`src/rtl/clk_div_if.sv`:
```
// Control and status bundle for the programmable clock divider.
// The driver side (master) issues control; the divider (slave) reports status.
interface clk_div_if #(
  parameter int DIV_W = 32
);
  logic             en;
  logic             restart;
  logic             div_load;
  logic [DIV_W-1:0] div_in;
  logic             clk_out;
  logic             tick;
  logic             div_busy;
  logic [DIV_W-1:0] div_cur;

  modport master (
    output en, restart, div_load, div_in,
    input  clk_out, tick, div_busy, div_cur
  );

  modport slave (
    input  en, restart, div_load, div_in,
    output clk_out, tick, div_busy, div_cur
  );
endinterface

```
`src/rtl/clk_div_prog.sv`:
```
// Runtime-programmable 50%-duty clock divider with a per-half-period tick.
// A reloaded divisor is held pending and only switched in at a half-period boundary.
module clk_div_prog #(
  parameter int          DIV_W       = 32,
  parameter int unsigned DEFAULT_DIV = 10_000_000
) (
  input  logic    clk,
  input  logic    rst,
  clk_div_if.slave bus
);
  localparam logic [DIV_W-1:0] RST_DIV =
    (DEFAULT_DIV == 0) ? DIV_W'(1) : DIV_W'(DEFAULT_DIV);

  logic [DIV_W-1:0] cnt;
  logic [DIV_W-1:0] div_cur;
  logic [DIV_W-1:0] pending;
  logic             busy;
  logic             clk_out;
  logic             tick;
  logic [DIV_W-1:0] div_clamped;
  logic [DIV_W-1:0] div_next;
  logic             boundary;

  assign div_clamped = (bus.div_in == '0) ? DIV_W'(1) : bus.div_in;
  assign boundary    = (cnt == div_cur - DIV_W'(1));

  // Divisor taking effect at a boundary or restart: a same-edge load wins over pending.
  always_comb begin
    div_next = div_cur;
    if (bus.div_load)
      div_next = div_clamped;
    else if (busy)
      div_next = pending;
  end

  always_ff @(posedge clk) begin
    if (rst) begin
      cnt     <= '0;
      clk_out <= 1'b0;
      tick    <= 1'b0;
      busy    <= 1'b0;
      pending <= '0;
      div_cur <= RST_DIV;
    end else if (bus.restart) begin
      cnt     <= '0;
      clk_out <= 1'b0;
      tick    <= 1'b0;
      busy    <= 1'b0;
      div_cur <= div_next;
    end else if (bus.en) begin
      tick <= boundary;
      if (boundary) begin
        cnt     <= '0;
        clk_out <= ~clk_out;
        busy    <= 1'b0;
        div_cur <= div_next;
      end else begin
        cnt <= cnt + DIV_W'(1);
        if (bus.div_load) begin
          pending <= div_clamped;
          busy    <= 1'b1;
        end
      end
    end else begin
      tick <= 1'b0;
      if (bus.div_load) begin
        pending <= div_clamped;
        busy    <= 1'b1;
      end
    end
  end

  assign bus.clk_out  = clk_out;
  assign bus.tick     = tick;
  assign bus.div_busy = busy;
  assign bus.div_cur  = div_cur;
endmodule

```
`src/flat_wrapper.sv`:
```
// flat-port wrapper written by rule: the top's interface ports become plain ports
module clk_div_prog_flat 
#(
  parameter int          DIV_W       = 32,
  parameter int unsigned DEFAULT_DIV = 10_000_000
)
  (clk, rst, bus_en, bus_restart, bus_div_load, bus_div_in, bus_clk_out, bus_tick, bus_div_busy, bus_div_cur);
  clk_div_if #(.DIV_W(DIV_W)) bus_i ();
  input  logic clk;
  input  logic rst;
  input wire logic [$bits(bus_i.en)-1:0] bus_en;
  input wire logic [$bits(bus_i.restart)-1:0] bus_restart;
  input wire logic [$bits(bus_i.div_load)-1:0] bus_div_load;
  input wire logic [$bits(bus_i.div_in)-1:0] bus_div_in;
  output wire logic [$bits(bus_i.clk_out)-1:0] bus_clk_out;
  output wire logic [$bits(bus_i.tick)-1:0] bus_tick;
  output wire logic [$bits(bus_i.div_busy)-1:0] bus_div_busy;
  output wire logic [$bits(bus_i.div_cur)-1:0] bus_div_cur;
  assign bus_i.en = bus_en;
  assign bus_i.restart = bus_restart;
  assign bus_i.div_load = bus_div_load;
  assign bus_i.div_in = bus_div_in;
  assign bus_clk_out = bus_i.clk_out;
  assign bus_tick = bus_i.tick;
  assign bus_div_busy = bus_i.div_busy;
  assign bus_div_cur = bus_i.div_cur;
  clk_div_prog #(.DIV_W(DIV_W), .DEFAULT_DIV(DEFAULT_DIV)) u_core (.clk(clk), .rst(rst), .bus(bus_i));
endmodule
```
`config.mk`:
```
export PLATFORM = sky130hd
export DESIGN_NAME = clk_div_prog_flat
export DESIGN_NICKNAME = d
export VERILOG_FILES = /design/src/rtl/clk_div_if.sv /design/src/rtl/clk_div_prog.sv /design/src/flat_wrapper.sv
export SDC_FILE = /design/constraint.sdc
export NUM_CORES = 1
export LEC_CHECK = 0
export ABC_AREA = 1
export CAP_MARGIN = 0
export CORE_UTILIZATION = 25
export DETAILED_ROUTE_END_ITERATION = 10
export PLACE_DENSITY_LB_ADDON = 0.1
export SLEW_MARGIN = 5
export SYNTH_ARGS = -nofsm -noshare
export SYNTH_HDL_FRONTEND = slang
export SYNTH_SLANG_ARGS = --single-unit
```
`constraint.sdc`:
```
create_clock -name clk -period 3.2 [get_ports clk]
set_clock_uncertainty 0.2 [all_clocks]
set_input_delay 0.64 -clock clk [delete_from_list [all_inputs] [get_ports clk]]
set_output_delay 0.64 -clock clk [all_outputs]
set_load 0.05 [all_outputs]
```
* Yosys cells after proc, flatten, opt, wreduce, memory -nomap -nowiden *
Cells that the tools add are included.
Widths: inputs -> output; s select.

storage, ports and cells
  register bits = 99
  bits of input ports = 37
  logic and storage cells = 34
  memory bits (writable) = 0
  bits in latches = 0
  memories = 0
  bits in read-only memories = 0
  output and inout bits = 35

cells by class
  reductions and logical operators = 8
  divide/modulo/power cells = 0
  $mul = 0
  equality and inequality tests = 2
  add/subtract/negate cells = 2
  shift-type cells = 0
  bitwise operators = 3
  order comparisons = 0
  muxes and demuxes = 13

operators with widths
  kind                   count
  $mux 32                10
  $add 32x1->32 const B  1
  $eq 32x32->1           1
  $logic_not 32->1       1
  $sub 32x1->32 const B  1
  $reduce_and 2->1       3
  $reduce_bool 2->1      2
  $mux 1                 3
  $not 1->1              3
  $reduce_or 3->1        1
  $ne 2x2->1 const B     1
  $reduce_or 2->1        1

* Longest topological paths before layout *
Gate-level depths: netlist (run 1).

  depth in word-level cells = 6
  gate-level depth with buffers = 20
  mapped depth without buffers = 18

* Worst setup path before layout (run 1) *
Ideal clock, no wire load.

  path type = register to register
  from = register u_core.div_cur[1] (netlist: u_core.bus.div_cur[1])
  to = register u_core.div_cur[9] (netlist: u_core.bus.div_cur[9])
  cell stages (with the launch flop) = 19
  arrival = 2.550 ns
  library setup time = 0.130 ns
  path buffers = 2
  slack = 0.320 ns
  period minus slack after synthesis = 2.880 ns
  data required time = 2.870 ns
  cell sequence = dfxtp_1 > inv_1 > ha_1 > nand2_2 > nor2_4 > nand2_2 > inv_2 > nand3b_1 > nand2_1 > nor2_1 > nand2_1 > nor2_1 > nand3_2 > nand2_4 > nand3_2 > buf_6 > buf_2 > nand2_1 > nand3_1

on the way
  word-level cells in the longest chain between the ends = 4

ends and longest elaborated chain
  element                      RTL line            source
  start, declared              clk_div_prog.sv:15  logic [DIV_W-1:0] div_cur;
  start signal, assigned       clk_div_prog.sv:49  div_cur <= div_next;
  start signal, assigned       clk_div_prog.sv:56  div_cur <= div_next;
  $sub 32x1->32                clk_div_prog.sv:25  assign boundary = (cnt == div_cur - DIV_W'(1));
  $eq 32x32->1                 clk_div_prog.sv:25
  $reduce_bool 2->1 (no line)  -
  $reduce_and 2->1 (no line)   -

Every way passes these cells.
A chain may end at the register's enable or synchronous reset.

* Worst setup path after layout (run 1) *
  from = register u_core.div_cur[2] (netlist: u_core.bus.div_cur[2])
  to = register u_core.div_cur[6] (netlist: u_core.bus.div_cur[6])

The elaborated chain is that of the path after synthesis.

==> summary.txt, run 1 <==
Die
  – Core area: 25,180 sq um
  – Full die area: 26,350 sq um
  – Die width: 162.3 um
  – Initial Utilization: 25.52%
  – IO Count: 72
  – Num rows: 58
  – Die height: 162.3 um

Final layout
  – Fill cell count: 2,828
  – Synthesis-to-layout area growth: 21.94%
  – Nets: 1,165
  – Fin cells: 1,461
  – Footprint of the multi-input gates: 3662 sq um
  – Fraction of layout cells with a size suffix above 1: 5.482%
  – Sequential cell area: 1982 sq um
  – Antenna diode count: 0

Drt
  – Initial DRC count: 357
  – Vias per inst: 4.400
  – Drt first pass iters: 5
  – DRC: 0
  – Total Wirelength: 21,020 um
  – Via count: 6,428
  – Routed Antenna Nets: 0
  – Routed length per instance: 14.38 um

Critical path
  – Worst path slowest cell: dfxtp_1
  – CP Capture Type: flip-flop
  – Critical Path, Cell by Cell: inv_1 > nand3_4 > nor2_2 > nand2_1 > clkinv_1 > nand3_1 > nand2_1 > inv_1 > nor2_1 > nand2_1 > nor2_1 > nand3_2 > nand2_4 > nand3_2 > buf_4 > nor2_1 > nor2_1
  – Critical Path RT: 3250 ps
  – FF-to-FF Start: u_core.bus.div_cur[2]
  – RR Endpoint: u_core.bus.div_cur[6]
  – Critical path peak fanout: 26
  – Crit path kind: reg -> reg
  – Worst path max stage delay: 360 ps
  – Worst r2r path cells: 17
  – Flop-to-flop setup slack: 390 ps
  – Worst EP arrival: 2860 ps
  – Crit-path most repeated cell: nor2_1
  – Nature of the critical path startpoint: flip-flop

Clocking
  – # hold bufs at CTS: 0
  – CTS sink count: 99
  – Clock buffer count from CTS: 9
  – CTS H-Tree Depth: 3
  – Clk buf depth: 2
  – Worst-path clk slew: 80 ps
  – Post_cts resized: 0
  – Worst-Skew Late Latency: 360 ps
  – Setup Fix Bufs, Post-CTS: 0
  – TritonCTS clock tree: built
  – Clk root buf: clkbuf_16

Power
  – Fraction of power consumed by sequential logic: 41.4%
  – Internal: 2170 uW
  – Combinational power share: 22.2%
  – Worst vdd ir: 0.0002426 V
  – P_sw: 1109 uW
  – PwrDens: 418.4 nW/um^2
  – Clock share of power: 36.4%
  – Static Leak: 0.003640 uW
  – Switch share: 33.83%

Hold path
  – Hold EP: u_core.pending[2]
  – Worst hold path depth: 4
  – Hold Crit Start: u_core.pending[2]
  – HP Class: reg -> reg

GRT
  – Vias in the first global route: 6,148
  – First-pass GRT wire length: 33,930 um
  – GR Overflow Total: 0
  – Initial antenna violation count: 0
  – Pin count of the biggest net entering global routing: 94
  – GRT Util Overall: 16.74%

Timing
  – Least-Margin Pin Slew: 829.9 ps
  – Min Hold Slack: 313.6 ps
  – Final Cycle Share: 87.74%
  – Tmin final: 2808 ps
  – Final Setup Violations: 0
  – Setup TNS: 0 ps
  – Fin. Hold Viols: 0
  – Maximum operating frequency: 356.2 MHz
  – Max-slew headroom: 44.67%
  – Final slew viol count: 0
  – RSZ-0062 raised after global routing: false

Synthesis
  – Top_reg_cell synth: dfxtp_1
  – Synth warn: 0
  – Post-synth EDFFs: 0
  – Syn_area_per_cell: 6.046 sq um
  – Syn Nets: 1,102
  – Mapped Area: 6427 sq um
  – Register bit total from synthesis: 99
  – Fraction of registers with async set or reset after synthesis: 0%
  – Sequential area share after synthesis: 30.84%
  – Library cells used by synthesis: 38
  – Gate Count Post-Synth: 1,063

Place
  – DP HPWL: 15,880 um
  – Port bufs: 71
  – Final Wtd Congestion: 0.8291
  – Dpl cells: 1,445

Run
  – Maxcap violations: 0

Status
  – Status: completed
[layout by cell type, fill, tap and decap left out, types with 2 or more instances in the layout]
| cell type | n |
|---|---|
| nor2_1 | 196 |
| dfxtp_1 | 99 |
| o21bai_1 | 4 |
| nor4_1 | 14 |
| and2_1 | 3 |
| nand2_2 | 6 |
| clkbuf_16 | 9 |
| buf_4 | 16 |
| nor3_1 | 11 |
| a21oi_1 | 9 |
| xnor2_1 | 17 |
| nand4_1 | 61 |
| clkinv_1 | 3 |
| nand2_1 | 290 |
| o21ai_0 | 39 |
| or2_2 | 2 |
| nand3b_1 | 8 |
| inv_1 | 157 |
| clkdlybuf4s50_1 | 70 |
| a21o_1 | 2 |
| inv_8 | 2 |
| o21ai_1 | 5 |
| nor2_2 | 5 |
| nand3_1 | 39 |
| nor2_8 | 2 |
| inv_2 | 4 |
| xor2_1 | 37 |
| nand3_2 | 3 |
[routing by layer]
metal / GRT usage, % / vias up / share of wire (%)
met5: 0 / - / 0
met4: 4.117 / 0 / 1.2
met3: 2.343 / 17 / 3.2
met2: 26.01 / 109 / 44
met1: 24.12 / 2879 / 52
li1: - / 3423 / -
[cell type report]
type / instances / share of cell area, %
clock buffers: 9 / 2.874
clock inverters: 7 / 1.054
inverters: 164 / 7.854
multi-input cells: 763 / 46.73
flip-flops and latches: 99 / 25.29
well taps: 330 / 5.268
repair buffers: 89 / 10.94
[power by group through the flow]
stage | clock network (uW) | registers [uW] | logic [uW]
after global placement | 0 | 1390 | 732
after detailed placement | 0 | 1390 | 729
after CTS | 1240 | 1360 | 733
final | 1190 | 1360 | 728
after global routing | 1290 | 1370 | 813
after floorplan | 0 | 1470 | 392
[through the flow]
step / cell area (sq um) / utilization, % / total power [uW] / setup slack, ps
floorplan: 6427 / - / 1857 / 320.2
global placement: 7523 / 29.88 / 2122 / 352.5
detailed placement: 7523 / 29.88 / 2120 / 329.2
CTS: 7831 / 31.10 / 3332 / 317.0
global route: 7838 / 31.12 / 3468 / 42.98
finish: 7838 / 31.12 / 3279 / 392.3
[state kept, by name (all words and copies together) (netlist names)]
signal,count
u_core.cnt,32
u_core.bus.div_busy,1
u_core.bus.div_cur,32
u_core.bus.clk_out,1
u_core.pending,32
u_core.bus.tick,1
[how the worst max path moves through the flow]
stage                                start                      to  slack [ps]  depth (start not counted)
finish               u_core.bus.div_cur[2]   u_core.bus.div_cur[6]         390                         17
global route        u_core.bus.div_cur[12]  u_core.bus.div_cur[11]          40                         18
CTS                  u_core.bus.div_cur[1]  u_core.bus.div_cur[27]         320                         16
detailed placement                  bus_en  u_core.bus.div_cur[14]         330                          8
global placement                    bus_en          u_core.cnt[30]         350                          8
floorplan            u_core.bus.div_cur[1]   u_core.bus.div_cur[9]         320                         18
[cell usage after synthesis, types with 3 or more instances]
cell / count / area, sq um
nand2_1: 290 / 1089
xor2_1: 37 / 324.1
nor3_1: 11 / 55.05
and2_1: 3 / 18.77
inv_2: 3 / 11.26
o21bai_1: 4 / 30.03
nand3b_1: 8 / 60.06
a21oi_1: 9 / 45.04
nand4_1: 61 / 381.6
nor2_1: 196 / 735.7
dfxtp_1: 99 / 1982
nor4_1: 14 / 87.58
inv_1: 158 / 593.1
xnor2_1: 17 / 148.9
buf_2: 10 / 50.05
o21ai_1: 5 / 25.02
nand2_2: 6 / 37.54
nand3_1: 39 / 195.2
nand3_2: 3 / 30.03
clkbuf_1: 22 / 82.58
clkinv_1: 3 / 11.26
o21ai_0: 39 / 195.2
nor2_2: 5 / 31.28
[cell families after synthesis]
| logic type | after synthesis | share of synthesized area [%] |
|---|---|---|
| AOI/OAI and AO/OA | 63 | 5.295 |
| DFF | 99 | 30.84 |
| xor gates and xnor gates | 54 | 7.358 |
| and+or+nand+nor | 644 | 43.90 |
| adders and majority gates | 2 | 0.3893 |
| buffers and inverters | 201 | 12.23 |
[worst max-delay path: cells and delay by family, from the launching register on]
kind / cells / cell delay, ps
AND/OR/NAND/NOR: 13 / 1580
buffers and inverters: 4 / 560
flip-flops: 1 / 360
Power figures use the tool's default switching activity.
==> run 2: changes to the inputs <==
SETUP_SLACK_MARGIN = 0.3   (was unset)
SKIP_CTS_REPAIR_TIMING = 1   (was unset)
==> summary.txt, run 2 (synthesis results as in run 1) <==
Die
  – Full die area: 26,350 sq um
  – IO Count: 72
  – Die height: 162.3 um
  – Die width: 162.3 um
  – Core area: 25,180 sq um
  – Num rows: 58
  – Initial Utilization: 25.52%

Final layout
  – Commonest non-fill, non-tap cell in the layout: nand2_1
  – Synthesis-to-layout area growth: 28.89%
  – Antenna diode count: 0
  – Most frequent cells in the layout: nand2_1, nor2_1, inv_1, dfxtp_1, clkdlybuf4s50_1
  – Nets: 1,180
  – Fill cell count: 2,805
  – Fraction of layout cells with a size suffix above 1: 10.82%
  – Biggest regs: u_core.bus.div_cur (32), u_core.cnt (32), u_core.pending (32)

Critical path
  – Crit path capture: u_core.bus.div_cur[14]
  – CP top delay family: simple AND/OR/NAND/NOR gates
  – Critical Path Start: u_core.bus.div_cur[16]
  – Worst EP arrival: 2780 ps
  – Worst path slowest cell: dfxtp_1
  – Worst r2r path cells: 15
  – Nature of the critical path startpoint: flip-flop
  – CP Capture Type: flip-flop
  – Stages on worst setup path: 15
  – Crit-path most repeated cell: nand2_1
  – FF-to-FF Start: u_core.bus.div_cur[16]
  – Critical Path, Cell by Cell: nor2_2 > nand2_1 > nor2_4 > nand2_1 > o21ai_1 > nand2_1 > a21oi_2 > nand2_1 > nor2_2 > nand3_2 > nand2_4 > nand3_4 > clkbuf_16 > nor2_1 > nor2_1
  – Crit path buffers/inverters: 1
  – Worst path max stage delay: 420 ps
  – RR Endpoint: u_core.bus.div_cur[14]
  – Critical path peak fanout: 15
  – Critical Path RT: 3260 ps
  – Crit path kind: reg -> reg
  – Flop-to-flop setup slack: 480 ps

Drt
  – DRC: 0
  – Vias per inst: 4.410
  – Via count: 6,509
  – Routed length per instance: 14.86 um
  – Drt first pass iters: 7
  – Total Wirelength: 21,930 um
  – Initial DRC count: 364
  – Routed Antenna Nets: 0

Place
  – Port bufs: 71
  – DP HPWL: 15,880 um
  – Final Wtd Congestion: 0.8291

GRT
  – First-pass GRT wire length: 33,930 um
  – Initial antenna violation count: 0
  – Pin count of the biggest net entering global routing: 94
  – GRT Util Overall: 16.74%
  – Vias in the first global route: 6,148
  – GR Overflow Total: 0

Clocking
  – CTS H-Tree Depth: 3
  – Clk buf depth: 2
  – Worst-path clk slew: 80 ps
  – Clk root buf: clkbuf_16
  – Clock buffer count from CTS: 9
  – CTS sink count: 99
  – TritonCTS clock tree: built
  – Worst-Skew Late Latency: 360 ps

Timing
  – Final Cycle Share: 85.06%
  – Max-slew headroom: 44.78%
  – Tmin final: 2722 ps
  – Fin. Hold Viols: 0
  – Final Setup Violations: 0
  – Setup TNS: 0 ps
  – Least-Margin Pin Slew: 828.2 ps
  – Min Hold Slack: 314.8 ps
  – Final slew viol count: 0
  – RSZ-0062 raised after global routing: false
  – Maximum operating frequency: 367.4 MHz

Power
  – Static Leak: 0.003810 uW
  – Worst vdd ir: 0.0002442 V
  – PwrDens: 405.9 nW/um^2

Hold path
  – HP Class: reg -> reg

Status
  – Status: completed

Run
  – Maxcap violations: 0
[run 2: cell types whose count changed in the layout (fill, tap and decap cells not counted), moves of 2 or more]
cell / delta
nand3_4: +2
o21ai_2: +2
nand2_2: +3
nand2_1: -6
dfxtp_1: -13
nand2_4: +2
clkbuf_16: +6
buf_4: +6
nor2_1: -21
o21ai_1: -2
buf_12: +2
dfxtp_2: +13
nor2_2: +13
nor2_4: +9
[run 2: routing by layer]
layer / up-vias / global-route usage, % / routed length (um)
li1: 3462 / - / -
met1: 2918 / 24.12 / 11100
met2: 112 / 26.01 / 10010
met3: 17 / 2.343 / 569
met4: 0 / 4.117 / 249
met5: - / 0 / 0
[run 2: report_power, final]
group | switching [uW] | internal (uW) | leakage [uW] | total, uW
clock network | 569 | 622 | 0.000150 | 1190
registers | 76.0 | 1290 | 0.000812 | 1370
logic | 501 | 302 | 0.00285 | 803
[run 2: final cells by class]
cell class | instances | area, sq um | area share, %
multi-input combinational | 764 | 3855 | 46.53
clock inverter | 7 | 82.58 | 0.9968
tap | 330 | 412.9 | 4.984
timing repair buffer | 103 | 1092 | 13.19
sequential | 99 | 1998 | 24.12
clock buffer | 9 | 225.2 | 2.719
inverter | 164 | 618.1 | 7.461
[run 2: through the flow]
step                std cells  power, uW  setup WS [ps]  utilization (%)  cell area, sq um
global route             1476       3555          267.7            32.90              8284
CTS                      1461       3332          317.0            31.10              7831
detailed placement       1445       2120          329.2            29.88              7523
floorplan                1063       1857          320.2                -              6427
finish                   1476       3363          478.0            32.90              8284
global placement         1445       2122          352.5            29.88              7523
[run 2: worst register-to-register path, stage by stage, from the launching register on]
cell and delay, ps:
dfxtp_1 420, nor2_2 170, nand2_1 160, nor2_4 180, nand2_1 80, o21ai_1 120, nand2_1 110, a21oi_2 120
nand2_1 70, nor2_2 150, nand3_2 150, nand2_4 120, nand3_4 180, clkbuf_16 250, nor2_1 100, nor2_1 50
[run 2: how the worst min path moves through the flow]
stage / start / end / cells after the start
floorplan: u_core.pending[10] / u_core.pending[10] / 4
global placement: u_core.pending[23] / u_core.pending[23] / 4
detailed placement: u_core.pending[25] / u_core.pending[25] / 4
CTS: u_core.pending[2] / u_core.pending[2] / 4
global route: u_core.pending[23] / u_core.pending[23] / 4
finish: u_core.pending[9] / u_core.pending[9] / 4
==> run 3: changes to the inputs <==
ABC_AREA = unset   (was 1)
RECOVER_POWER = 50   (was unset)
REMOVE_ABC_BUFFERS = 1   (was unset)
==> summary.txt, run 3 <==
Status
  – Status: complete, but fails checks
  – Failing checks: setup timing

Power
  – PwrDens: 378.1 nW/um^2
  – Worst vdd ir: 0.0002052 V
  – Static Leak: 0.003239 uW

Place
  – DP HPWL: 15,450 um
  – Placed Instance Area: 7755 sq um
  – Final Wtd Congestion: 0.8262
  – Port bufs: 71
  – Pre-CTS WS: -599.7 ps
  – Dpl cells: 1,208

Final layout
  – Fin cells: 1,228
  – Biggest regs: u_core.bus.div_cur (32), u_core.cnt (32), u_core.pending (32)
  – Antenna diode count: 0
  – Synthesis-to-layout area growth: 34.01%
  – Nets: 939
  – Fraction of layout cells with a size suffix above 1: 17.59%
  – Most frequent cells in the layout: nor2_1, dfxtp_1, nand2_1, buf_4, mux2i_1
  – Design Area, Final: 8327 sq um
  – Commonest non-fill, non-tap cell in the layout: nor2_1

Timing
  – Least-Margin Pin Slew: 559.3 ps
  – Tmin final: 3442 ps
  – Final Cycle Share: 107.6%
  – Final Setup Violations: 97
  – Worst setup margin: -242.3 ps
  – Final slew viol count: 0
  – RSZ-0062 raised after global routing: true
  – Maximum operating frequency: 290.5 MHz
  – Fin. Hold Viols: 0
  – Setup TNS: -17,790 ps
  – Max-slew headroom: 62.59%

Synthesis
  – Post-synth EDFFs: 0
  – Synth Area in XOR/XNOR: 9.867%
  – Top_reg_cell synth: dfxtp_1
  – Largest family of logic cells by synthesized area: simple AND/OR/NAND/NOR gates
  – Post-synthesis mux area share: 12.10%
  – Synth warn: 0
  – Library cells used by synthesis: 56
  – Fraction of registers with async set or reset after synthesis: 0%
  – Sequential area share after synthesis: 31.90%
  – Register bit total from synthesis: 99
  – Synth area leaders: dfxtp_1, mux2i_1, nor2_1
  – Gate Count Post-Synth: 787
  – Synth Area in Compound Gates: 9.162%
  – Area leader, netlist: dfxtp_1
  – Simple-gate portion of the synthesized area: 31.11%
  – Post-Synth Adder-Cell Area: 0.4027%
  – Top cells by count, synth: dfxtp_1, nor2_1, nand2_1, mux2i_1, clkbuf_1
  – Mapped Area: 6213 sq um
  – Syn_area_per_cell: 7.895 sq um
  – Top-area cell type share of the netlist area: 31.90%

Critical path
  – Worst path slowest cell: or4_4
  – Nature of the critical path startpoint: flip-flop
  – Critical path peak fanout: 8
  – Crit-path most repeated cell: or4_4
  – Critical Path, Cell by Cell: or4_4 > buf_6 > or4_4 > buf_8 > or3_1 > o21ai_2 > a211oi_2 > buf_4 > nand4_4 > and3_4 > clkbuf_16 > mux2i_1
  – Worst path max stage delay: 540 ps
  – Critical Path RT: 3290 ps
  – CP top delay family: simple AND/OR/NAND/NOR gates
  – Crit path kind: reg -> reg
  – Crit path buffers/inverters: 4
  – CP Capture Type: flip-flop
  – Worst EP arrival: 3530 ps

GRT
  – GR Overflow Total: 0
  – Initial antenna violation count: 0
  – Vias in the first global route: 5,916
  – Pin count of the biggest net entering global routing: 106
  – First-pass GRT wire length: 32,630 um
  – GRT Util Overall: 16.19%

Hold path
  – HP Class: reg -> reg

Die
  – Full die area: 25,490 sq um
  – Core area: 24,320 sq um
  – Initial Utilization: 25.55%
  – Die height: 159.7 um
  – Die width: 159.7 um
  – IO Count: 72
  – Num rows: 57

Clocking
  – Clk root buf: clkbuf_16
  – TritonCTS clock tree: built
  – Worst-Skew Late Latency: 360 ps
  – CTS sink count: 99
  – Worst-path clk slew: 70 ps
  – Clk buf depth: 2
  – CTS H-Tree Depth: 3
  – Clock buffer count from CTS: 9

Drt
  – Via count: 6,067
  – Initial DRC count: 364
  – Routed length per instance: 17.35 um
  – Total Wirelength: 21,300 um
  – Vias per inst: 4.941
  – DRC: 0
  – Drt first pass iters: 5
  – Routed Antenna Nets: 0

Run
  – Maxcap violations: 0
## run 3: report_power, final
part	internal [uW]	switching, uW	total (uW)
registers	1280	38.6	1320
clock network	532	524	1060
logic	321	453	774
total	2130	1020	3150
## run 3: layer usage
layer,GRT usage [%],up-vias,share of wire [%]
li1,-,3039,-
met1,22.18,2880,49
met2,25.70,121,46
met3,2.052,27,2.8
met4,6.381,0,2.2
met5,0,-,0
## run 3: cell type report
class / instances / area [sq um]
clock buffers: 10 / 229.0
flip-flops and latches: 99 / 1988
repair buffers: 168 / 1551
clock inverters: 5 / 38.79
inverters: 10 / 37.54
fillers: 2548 / 15990
well taps: 324 / 405.4
multi-input cells: 612 / 4076
## run 3: kinds of logic after synthesis
family | count (synthesis)
xor gates and xnor gates | 70
and+or+nand+nor | 386
muxes | 75
DFF | 99
AOI/OAI and AO/OA | 79
adders and majority gates | 2
buffers and inverters | 76
## run 3: worst reg2reg max path, stage by stage, from the launching register on
cell and delay [ps]:
dfxtp_2 320, or4_4 540, buf_6 130, or4_4 520, buf_8 170, or3_1 360, o21ai_2 130, a211oi_2 50
buf_4 150, nand4_4 110, and3_4 280, clkbuf_16 210, mux2i_1 200
## run 3: path summary, 6_finish.rpt
| kind | start | end | slack, ps | cells after the start |
|---|---|---|---|---|
| worst max-delay path | u_core.bus.div_cur[11] | u_core.pending[12] | -240 | 12 |
| worst min-delay path | u_core.pending[29] | u_core.pending[29] | 260 | 2 |
| worst max register to register | u_core.bus.div_cur[11] | u_core.pending[12] | -240 | 12 |
| worst min register to register | u_core.pending[29] | u_core.pending[29] | 260 | 2 |
## run 3: through the flow
step                      hold slack (ps)  util (%)  power [uW]
after global routing                278.7     34.24        3292
after detailed placement            246.5     31.89        2090
after floorplan                     234.1         -        1736
after global placement              241.9     31.89        2084
after CTS                           261.8     32.99        3158
final                               259.7     34.24        3149
